### src/rtl/fetch_stage_if.sv
// Fetch-stage boundary: instruction-memory handshake, decode stall/redirect inputs and the IF/ID outputs.
// The master modport belongs to the fetch stage. The slave modport belongs to its environment.
interface fetch_stage_if #(
    parameter int unsigned N = 32
);
    logic         imem_req;
    logic [N-1:0] imem_addr;
    logic         imem_ack;
    logic [N-1:0] imem_rdata;
    logic         stall_d;
    logic         br_taken;
    logic [N-1:0] br_target;
    logic         fd_valid;
    logic [N-1:0] fd_inst;
    logic [N-1:0] fd_pc;

    modport master (
        output imem_req, imem_addr, fd_valid, fd_inst, fd_pc,
        input  imem_ack, imem_rdata, stall_d, br_taken, br_target
    );

    modport slave (
        input  imem_req, imem_addr, fd_valid, fd_inst, fd_pc,
        output imem_ack, imem_rdata, stall_d, br_taken, br_target
    );
endinterface

### src/rtl/fetch_stage.sv
// Instruction fetch with the IF/ID register and a one-entry stall buffer.
// It keeps at most one memory request outstanding, and a branch redirect drains the wrong-path request.
module fetch_stage #(
    parameter int unsigned  N        = 32,
    parameter logic [N-1:0] RESET_PC = '0,
    parameter logic [N-1:0] NOP_INST = '0
) (
    input  logic          clk,
    input  logic          rst_n,
    fetch_stage_if.master bus
);
    localparam logic [N-1:0] FOUR  = N'(4);
    localparam logic [N-1:0] EIGHT = N'(8);
    localparam logic [N-1:0] ALIGN = ~N'(3);

    typedef enum logic [1:0] {IDLE, REQ, FULL, DROP} state_t;

    state_t       state_q;
    logic [N-1:0] pc_q;
    logic [N-1:0] addr_q;
    logic         req_q;
    logic [N-1:0] buf_inst_q;
    logic [N-1:0] buf_pc_q;
    logic         fd_valid_q;
    logic [N-1:0] fd_inst_q;
    logic [N-1:0] fd_pc_q;

    logic [N-1:0] br_pc_d;
    logic [N-1:0] pc_inc_d;

    assign br_pc_d  = bus.br_target & ALIGN;
    assign pc_inc_d = pc_q + FOUR;

    always_ff @(posedge clk or negedge rst_n) begin
        if (!rst_n) begin
            state_q    <= IDLE;
            pc_q       <= RESET_PC;
            addr_q     <= RESET_PC;
            req_q      <= 1'b0;
            buf_inst_q <= '0;
            buf_pc_q   <= '0;
            fd_valid_q <= 1'b0;
            fd_inst_q  <= NOP_INST;
            fd_pc_q    <= RESET_PC + EIGHT;
        end else if (bus.br_taken) begin
            pc_q       <= br_pc_d;
            req_q      <= 1'b1;
            buf_inst_q <= '0;
            buf_pc_q   <= '0;
            fd_valid_q <= 1'b0;
            fd_inst_q  <= NOP_INST;
            // A redirect that lands on the ack cycle of a drain ends that drain.
            // Otherwise the old address would be fetched a second time.
            if ((state_q == REQ || state_q == DROP) && !bus.imem_ack) begin
                state_q <= DROP;
            end else begin
                state_q <= REQ;
                addr_q  <= br_pc_d;
            end
        end else begin
            if (!bus.stall_d) begin
                fd_valid_q <= 1'b0;
                fd_inst_q  <= NOP_INST;
            end
            case (state_q)
                IDLE: begin
                    state_q <= REQ;
                    req_q   <= 1'b1;
                    addr_q  <= pc_q;
                end
                REQ: begin
                    if (bus.imem_ack) begin
                        pc_q <= pc_inc_d;
                        if (bus.stall_d) begin
                            buf_inst_q <= bus.imem_rdata;
                            buf_pc_q   <= pc_q;
                            req_q      <= 1'b0;
                            state_q    <= FULL;
                        end else begin
                            fd_valid_q <= 1'b1;
                            fd_inst_q  <= bus.imem_rdata;
                            fd_pc_q    <= pc_q + EIGHT;
                            addr_q     <= pc_inc_d;
                        end
                    end
                end
                FULL: begin
                    if (!bus.stall_d) begin
                        fd_valid_q <= 1'b1;
                        fd_inst_q  <= buf_inst_q;
                        fd_pc_q    <= buf_pc_q + EIGHT;
                        req_q      <= 1'b1;
                        addr_q     <= pc_q;
                        state_q    <= REQ;
                    end
                end
                DROP: begin
                    if (bus.imem_ack) begin
                        addr_q  <= pc_q;
                        state_q <= REQ;
                    end
                end
                default: state_q <= IDLE;
            endcase
        end
    end

    assign bus.imem_req  = req_q;
    assign bus.imem_addr = addr_q;
    assign bus.fd_valid  = fd_valid_q;
    assign bus.fd_inst   = fd_inst_q;
    assign bus.fd_pc     = fd_pc_q;

    ack_only_when_requested: assert property (
        @(posedge clk) disable iff (!rst_n) bus.imem_ack |-> bus.imem_req
    );
endmodule
### src/flat_wrapper.sv
// flat-port wrapper written by rule: the top's interface ports become plain ports
module fetch_stage_flat 
#(
    parameter int unsigned  N        = 32,
    parameter logic [N-1:0] RESET_PC = '0,
    parameter logic [N-1:0] NOP_INST = '0
)
  (clk, rst_n, bus_imem_req, bus_imem_addr, bus_fd_valid, bus_fd_inst, bus_fd_pc, bus_imem_ack, bus_imem_rdata, bus_stall_d, bus_br_taken, bus_br_target);
  fetch_stage_if #(.N(N)) bus_i ();
  input  logic clk;
  input  logic rst_n;
  output wire logic [$bits(bus_i.imem_req)-1:0] bus_imem_req;
  output wire logic [$bits(bus_i.imem_addr)-1:0] bus_imem_addr;
  output wire logic [$bits(bus_i.fd_valid)-1:0] bus_fd_valid;
  output wire logic [$bits(bus_i.fd_inst)-1:0] bus_fd_inst;
  output wire logic [$bits(bus_i.fd_pc)-1:0] bus_fd_pc;
  input wire logic [$bits(bus_i.imem_ack)-1:0] bus_imem_ack;
  input wire logic [$bits(bus_i.imem_rdata)-1:0] bus_imem_rdata;
  input wire logic [$bits(bus_i.stall_d)-1:0] bus_stall_d;
  input wire logic [$bits(bus_i.br_taken)-1:0] bus_br_taken;
  input wire logic [$bits(bus_i.br_target)-1:0] bus_br_target;
  assign bus_imem_req = bus_i.imem_req;
  assign bus_imem_addr = bus_i.imem_addr;
  assign bus_fd_valid = bus_i.fd_valid;
  assign bus_fd_inst = bus_i.fd_inst;
  assign bus_fd_pc = bus_i.fd_pc;
  assign bus_i.imem_ack = bus_imem_ack;
  assign bus_i.imem_rdata = bus_imem_rdata;
  assign bus_i.stall_d = bus_stall_d;
  assign bus_i.br_taken = bus_br_taken;
  assign bus_i.br_target = bus_br_target;
  fetch_stage #(.N(N), .RESET_PC(RESET_PC), .NOP_INST(NOP_INST)) u_core (.clk(clk), .rst_n(rst_n), .bus(bus_i));
endmodule
### config.mk
export PLATFORM = sky130hd
export DESIGN_NAME = fetch_stage_flat
export DESIGN_NICKNAME = d
export VERILOG_FILES = /design/src/rtl/fetch_stage_if.sv /design/src/rtl/fetch_stage.sv /design/src/flat_wrapper.sv
export SDC_FILE = /design/constraint.sdc
export NUM_CORES = 1
export LEC_CHECK = 0
export CAP_MARGIN = 40
export CORE_MARGIN = 4
export CORE_UTILIZATION = 55
export CTS_CLUSTER_DIAMETER = 200
export DETAILED_ROUTE_END_ITERATION = 10
export PLACE_DENSITY_LB_ADDON = 0.05
export SLEW_MARGIN = 20
export SYNTH_ARGS = -nofsm -noshare
export SYNTH_HDL_FRONTEND = slang
export SYNTH_SLANG_ARGS = --single-unit
export TNS_END_PERCENT = 5
### constraint.sdc
create_clock -name clk -period 3.95 [get_ports clk]
set_clock_uncertainty 0.2 [all_clocks]
set_input_delay 0.5925 -clock clk [delete_from_list [all_inputs] [get_ports clk]]
set_output_delay 0.5925 -clock clk [all_outputs]
set_load 0.05 [all_outputs]
After elaboration in Yosys (flattened, before gate mapping)
Index checks and enable logic that the tools add are counted.
W data, S select, Z words.
- add/subtract/negate cells: 3
- equal/unequal tests: 12
- mux-type cells: 45
- bitwise gates (word level): 1
- reductions and logical operators: 15
- operators by type and width (cell ; number):
    $mux W32 ; 25
    $pmux W32 S2 ; 2
    $pmux W32 S4 ; 1
    $add A32 B4 Y32 const B ; 2
    $add A32 B3 Y32 const B ; 1
    $ne A3 B3 Y1 const B ; 5
    $mux W2 ; 6
    $reduce_and A5 Y1 ; 2
    $mux W1 ; 8
    $ne A2 B2 Y1 const B ; 4
    $pmux W2 S4 ; 1
    $reduce_and A4 Y1 ; 2
    $reduce_bool A2 Y1 ; 4
    $eq A2 B2 Y1 const B ; 2
    $reduce_bool A4 Y1 ; 1
    $pmux W1 S3 ; 1
    $reduce_and A3 Y1 ; 1
    $eq A2 B1 Y1 const B ; 1
    $logic_not A2 Y1 ; 1
    $pmux W1 S2 ; 1
    $reduce_and A2 Y1 ; 1
    $logic_and A1 B1 Y1 ; 1
    $logic_not A1 Y1 ; 1
    $logic_or A1 B1 Y1 ; 1
    $not A1 Y1 ; 1
- bits in registers: 196
- input bits: 69
- output and inout port bits: 98
- word-level logic and storage cells: 85

Logic depth before layout (Yosys ltp)
Gate-level depths: netlist of run 1.
- depth after elaboration: 5
- gate-level depth with buffers: 14
- gate-level depth less buffers: 9

Worst setup path before layout of run 1
OpenSTA, ideal clock, no wires.
- path type: register to register
- start: reg u_core.state_q[0]
- end: reg u_core.fd_pc_q[29] (netlist: u_core.bus.fd_pc[29])
- setup time: 0.095 ns
- arrival: 3.200 ns
- required time: 3.655 ns
- slack: 0.455 ns
- cell stages (with the launch flop): 15
- buffers on the path: 5
- clock period less this slack: 3.495 ns
- cells stage by stage: dfrtp_1 > inv_1 > ha_1 > buf_6 > buf_2 > buf_1 > clkbuf_1 > mux2_2 > ha_1 > nand4b_1 > a21oi_1 > clkbuf_1 > nand4b_1 > o21a_1 > o31ai_1
- cells in the longest elaborated chain, start to end: 3
- elaborated cells between the ends (all ways): 8
- classes of those cells: eq/ne (5); mux (1); reduce/logical (2)
- RTL lines (what ; RTL line ; RTL):
    start, declared ; fetch_stage.sv:18 ; state_t state_q;
    start signal, assigned ; fetch_stage.sv:36 ; state_q <= IDLE;
    start signal, assigned ; fetch_stage.sv:55 ; state_q <= DROP;
    start signal, assigned ; fetch_stage.sv:57 ; state_q <= REQ;
    $eq A2 B1 Y1 or $eq A2 B2 Y1 (tied branches) ; fetch_stage.sv:65 ; case (state_q)
    $ne A2 B2 Y1 (no line) or $reduce_bool A2 Y1 (tied branches) ; -- ;
    $reduce_and A5 Y1 (no line) ; -- ;
    end signal, assigned ; fetch_stage.sv:44 ; fd_pc_q <= RESET_PC + EIGHT;
    end signal, assigned ; fetch_stage.sv:82 ; fd_pc_q <= pc_q + EIGHT;
    end signal, assigned ; fetch_stage.sv:91 ; fd_pc_q <= buf_pc_q + EIGHT;
    end, declared ; fetch_stage.sv:26 ; logic [N-1:0] fd_pc_q;
Several ways; a longest one is shown, not always the timed one.
A chain may end at the register's enable or synchronous reset.

Worst setup path in the final report of run 1
- start: reg u_core.state_q[0]
- end: reg u_core.fd_pc_q[24] (netlist: u_core.bus.fd_pc[24])
Same word-level chain as after synthesis.

==> results of run 1 <==
==> cells in the final DEF, fill, tap and decap left out, types with 16 or more instances in the layout <==
cell type and n:
nor4_1 16, o31ai_1 17, nor2_1 53, clkbuf_16 17, nor3_1 18, xor2_1 24
a222oi_1 33, dfrtp_1 190, buf_4 25, mux2i_1 33, o21ai_0 102, xnor2_1 42
nand2b_1 54, mux2_2 20, nand3_1 29, nand2_1 179, nand4_1 26, a22o_1 31
clkdlybuf4s50_1 162, a21oi_1 23
==> per-layer routing <==
metal  GRT usage (%)  up-vias  part of all wire, %
li1                -     4331                    -
met1            38.0     4316                   46
met2            40.3      339                   44
met3            6.21       38                  7.9
met4            6.77        0                  1.8
met5               0        -                    0
==> final timing paths <==
path	to	cells past startpoint	slack, ns	start
max in group asynchronous	u_core.state_q[0]	4	2.31	rst_n
hold reg to reg	u_core.bus.imem_addr[5]	2	0.28	u_core.bus.imem_addr[5]
setup / recovery	u_core.bus.fd_pc[24]	8	0.78	u_core.state_q[0]
min in group asynchronous	u_core.pc_q[8]	3	0.50	rst_n
hold / removal	u_core.bus.imem_addr[5]	2	0.28	u_core.bus.imem_addr[5]
setup reg to reg	u_core.bus.fd_pc[24]	8	0.78	u_core.state_q[0]
==> logic make-up after synthesis <==
logic type                 after synthesis  share of synthesized area [%]
AOI/OAI and AO/OA                      262                           17.2
xor gates and xnor gates                66                           5.49
adders and majority gates                6                          0.713
and+or+nand+nor                        443                           21.0
DFF                                    191                           45.4
buffers and inverters                  126                           4.85
muxes                                   53                           5.28
==> where the power goes <==
| part | internal [uW] | total (uW) | switching [uW] | leakage (uW) |
|---|---|---|---|---|
| registers | 2440 | 2840 | 400 | 0.00242 |
| logic | 1400 | 4050 | 2660 | 0.00255 |
| clock network | 917 | 1730 | 809 | 0.000281 |
| total | 4750 | 8620 | 3870 | 0.00525 |
==> cell usage after synthesis, types with 18 or more instances <==
| cell type | instances |
|---|---|
| a222oi_1 | 33 |
| a22o_1 | 31 |
| clkbuf_1 | 82 |
| nor2_1 | 53 |
| xnor2_1 | 42 |
| mux2i_1 | 33 |
| nand2_1 | 179 |
| a21oi_1 | 25 |
| nand4_1 | 26 |
| nor3_1 | 18 |
| dfrtp_1 | 190 |
| nand2b_1 | 54 |
| o21ai_0 | 102 |
| xor2_1 | 24 |
| mux2_2 | 20 |
| nand3_1 | 29 |
==> stage by stage <==
stage | power (uW) | setup WS, ns
CTS | 8660 | 0.800
detailed placement | 6920 | 0.837
floorplan | 5570 | 0.455
global route | 9120 | 0.523
finish | 8620 | 0.784
global placement | 6860 | 0.829
==> layout make-up <==
class	count	area, um^2
repair buffers	193	1910
well taps	234	293
flip-flops and latches	191	4780
fillers	1520	5870
inverters	16	60.1
clock inverters	13	134
multi-input cells	830	5280
clock buffers	19	453
==> state kept, by name (all words and copies together) (netlist names) <==
register,flops
u_core.buf_inst_q,32
u_core.buf_pc_q,31
u_core.bus.fd_inst,32
u_core.bus.fd_pc,31
u_core.bus.fd_valid,1
u_core.bus.imem_addr,31
u_core.bus.imem_req,1
u_core.pc_q,30
u_core.state_q,2
==> repair_timing <==
item / 4_1_cts / 5_1_grt
setup endpoints to repair: 0 / 0
hold buffers: 0 / 1
hold endpoints to repair: 0 / 50
resized for setup: 0 / 0
==> critical path, stage by stage (launching register included) <==
cell	delay [ns]
dfrtp_1	0.40
inv_1	0.15
ha_4	0.50
buf_4	0.29
nand4_4	0.10
a22oi_1	0.44
nand4_1	0.38
o31a_1	0.38
o31ai_1	0.20
==> run metrics, run 1 <==
status complete, no violations; Post-synth EDFFs 0; Initial Util 56.1%; initial antenna violation count 0; count of buffers from port buffering 164; Layout Area Growth over Synthesis 22.6%; critical-path maximum fanout 43; first-pass GRT wire length 45.9 mm; CP Capture Type flip-flop; number of synthesis warnings 0; postcts setup bufs 0; Wirelength per Cell 18.6 um; vias 9024; Startpoint Class flip-flop; Final Critical Period 3.17 ns; CTS root buf clkbuf_16; drt total wl 27.8 mm; Max Root-Sink Buffers 2; vias in the first global route 8743; crit path kind flip-flop to flip-flop; Inserted Clock Buffers 17; Max-Cap Viols 0; fin util 68.7%; final hold slack 0.278 ns; H-tree levels 4; Skew-Pair Late Insertion Delay 0.45 ns; sequential area share after synthesis 45.4%; Worst Tran Pin Value 0.770 ns; number of DRC markers in iteration 0 703; Synth cell types 60; Worst Path Required 4.09 ns; placed inst area 0.0123 mm^2; Synth top area share 45.2%; total gr overflow 0; prevailing post-synth register cell dfrtp_1; ANT cells 0; Slew Limit Fails 0; Post-Synthesis Cells 1147; PwrDens 668 mW/mm^2; Syn Std Cell Area 0.0105 mm^2; remaining antenna violation count 0; # setup viols final 0; Top Ports 167; Final #Nets 1324; peak supply drop 0.000384 V; DR vias/cell 6.03; Die Y 146 um; Total GRT Usage 26.3%; die width 146 um; Worst slew margin 48.6%; final hold viol count 0; flops & latches, synth 191; GP Congestion 0.860; f_max 0.316 GHz; DPL Wire Length 18.6 mm; Sink Count 191; Worst-path clk slew 0.07 ns; post-route cell area 0.0129 mm^2; WP data arrival 3.31 ns; Syn Area/Cell 9.18 um^2; top cells by area, synth dfrtp_1, nand2_1, o21ai_0; fin crit share 80.1%; placed cell count 1461; core box area 0.0188 mm^2; Post-synth ARST share 100%; Hold WC Path Type flip-flop to flip-flop; non-filler cells, final 1496; TritonCTS clock tree built; Leak 0.00525 uW; DRT Pass-1 Iters 6; Rows 50; DRC violations left 0; die area 0.0214 mm^2; syn nets 1222; area leader, netlist dfrtp_1; RSZ-0062 raised after global routing no; largest net degree at the start of global routing 92; share of post-route cells with drive strength above 1 7.37%; Setup TNS Final 0 ns
(Power assumes the default switching activity.)
==> run 2, diff against run 1 <==
==> constraint.sdc (replaced) <==
create_clock -name clk -period 3.1 [get_ports clk]
set_clock_uncertainty 0.2 [all_clocks]
set_input_delay 0.465 -clock clk [delete_from_list [all_inputs] [get_ports clk]]
set_output_delay 0.465 -clock clk [all_outputs]
set_load 0.05 [all_outputs]
==> run 2 against run 1 <==
  * Fmax up 15%
  * First-iteration DRC count up 15%
  * Critical path depth up 1
  * Power up 28%
  * Via count up 0.99%
  * Highest routed layer unchanged
==> run metrics, run 2 (same netlist as run 1, synthesis figures left out) <==
status complete, no violations; crit path kind flip-flop to flip-flop; fin crit share 88.5%; Rows 50; remaining antenna violation count 0; Max-Cap Viols 0; Wirelength per Cell 18.9 um; DR vias/cell 6.01; Sink Count 191; Total GRT Usage 26.9%; H-tree levels 4; Top Ports 167; TritonCTS clock tree built; commonest non-fill, non-tap cell in the layout dfrtp_1; FILL cells 1474; ANT cells 0; vias 9113; Hold WC Path Type flip-flop to flip-flop; DPL Wire Length 19.6 mm; first-pass GRT wire length 46.8 mm; initial antenna violation count 0; peak supply drop 0.000512 V; CP Capture Type flip-flop; most frequent cells in the layout dfrtp_1, nand2_1, clkdlybuf4s50_1; WP data arrival 2.92 ns; Critical Path Max Stage Delay 0.49 ns; Initial Util 56.1%; core box area 0.0188 mm^2; Worst Tran Pin Value 0.780 ns; R2R Setup Slk 0.36 ns; final hold viol count 0; critical-path maximum fanout 29; Slew Limit Fails 0; drt total wl 28.6 mm; Startpoint Class flip-flop; share of post-route cells with drive strength above 1 8.89%; Worst slew margin 47.9%; area of the multi-input gates 0.00528 mm^2; GP Congestion 0.835; CTS root buf clkbuf_16; PwrDens 846 mW/mm^2; f_max 0.364 GHz; RSZ-0062 raised after global routing no; Final Critical Period 2.74 ns; fin util 69.7%; Storage cell area 0.00478 mm^2; Die Y 146 um; die area 0.0214 mm^2; die width 146 um; Crit path max-delay family simple AND/OR/NAND/NOR gates; count of buffers from port buffering 164; CP bufs+invs 3; Leak 0.00536 uW; Max Root-Sink Buffers 2; Skew-Pair Late Insertion Delay 0.45 ns; DRC violations left 0; critical path cell sequence inv_1, ha_4, buf_12, nand4b_2, a222oi_1, buf_4, nand4_2, or4_1, nand3_1; total gr overflow 0; largest net degree at the start of global routing 93; Worst-path clk slew 0.07 ns; placed inst area 0.0125 mm^2; Worst Path Required 3.27 ns; number of DRC markers in iteration 0 806; CP max-delay cell or4_1; DRT Pass-1 Iters 6; vias in the first global route 8734; # setup viols final 0; Final #Nets 1345; Layout Area Growth over Synthesis 24.3%; post-route cell area 0.0131 mm^2; Setup TNS Final 0 ns; Inserted Clock Buffers 17
[run 2: cell types whose count changed in the layout (fill, tap and decap cells not counted), moves of 2 or more]
cell,delta
clkinvlp_4,-2
buf_4,+18
inv_8,+3
clkbuf_8,-2
buf_12,+4
[run 2: final cells by class]
type | instances | area share (%)
well taps | 234 | 2.24
clock buffers | 18 | 3.28
multi-input cells | 830 | 40.4
repair buffers | 214 | 16.2
clock inverters | 14 | 0.947
inverters | 16 | 0.459
flip-flops and latches | 191 | 36.5
[run 2: final timing paths]
check                      cells past startpoint                 start                      end
min                                            2  u_core.bus.fd_pc[23]     u_core.bus.fd_pc[23]
min in group asynchronous                      2                 rst_n  u_core.bus.imem_addr[8]
max                                            9     u_core.state_q[0]     u_core.bus.fd_pc[25]
max reg2reg                                    9     u_core.state_q[0]     u_core.bus.fd_pc[25]
min reg2reg                                    2  u_core.bus.fd_pc[23]     u_core.bus.fd_pc[23]
max in group asynchronous                      4                 rst_n   u_core.bus.fd_inst[28]
[run 2: per-layer routing]
metal	track usage (%)	wire length, um
met5	0	0
met4	7.48	587
met3	5.56	2120
met2	40.0	12900
met1	40.1	13000
[run 2: per-stage QoR]
step	hold slack [ns]	cells	total power, uW	worst slack (ns)
2_1_floorplan	-0.0306	1147	7110	0.0266
3_3_place_gp	0.262	1483	8890	0.433
3_5_place_dp	0.267	1483	8970	0.387
4_1_cts	0.283	1516	11100	0.371
5_1_grt	0.301	1517	11700	0.207
6_report	0.280	1517	11100	0.356
[run 2: worst reg2reg max path, cell delays in order (launching register included)]
cell,delay (ns)
dfrtp_1,0.38
inv_1,0.11
ha_4,0.24
buf_12,0.19
nand4b_2,0.25
a222oi_1,0.36
buf_4,0.22
nand4_2,0.15
or4_1,0.49
nand3_1,0.09
[run 2: power breakdown]
group,internal (uW),switching (uW)
registers,3110,488
logic,1890,3460
clock network,1060,1060
total,6050,5010
[run 2: repair_timing]
item,CTS,global route
buffers inserted,0,0
hold endpoints to repair,87,0
hold buffers,1,0
gates resized for setup,0,0
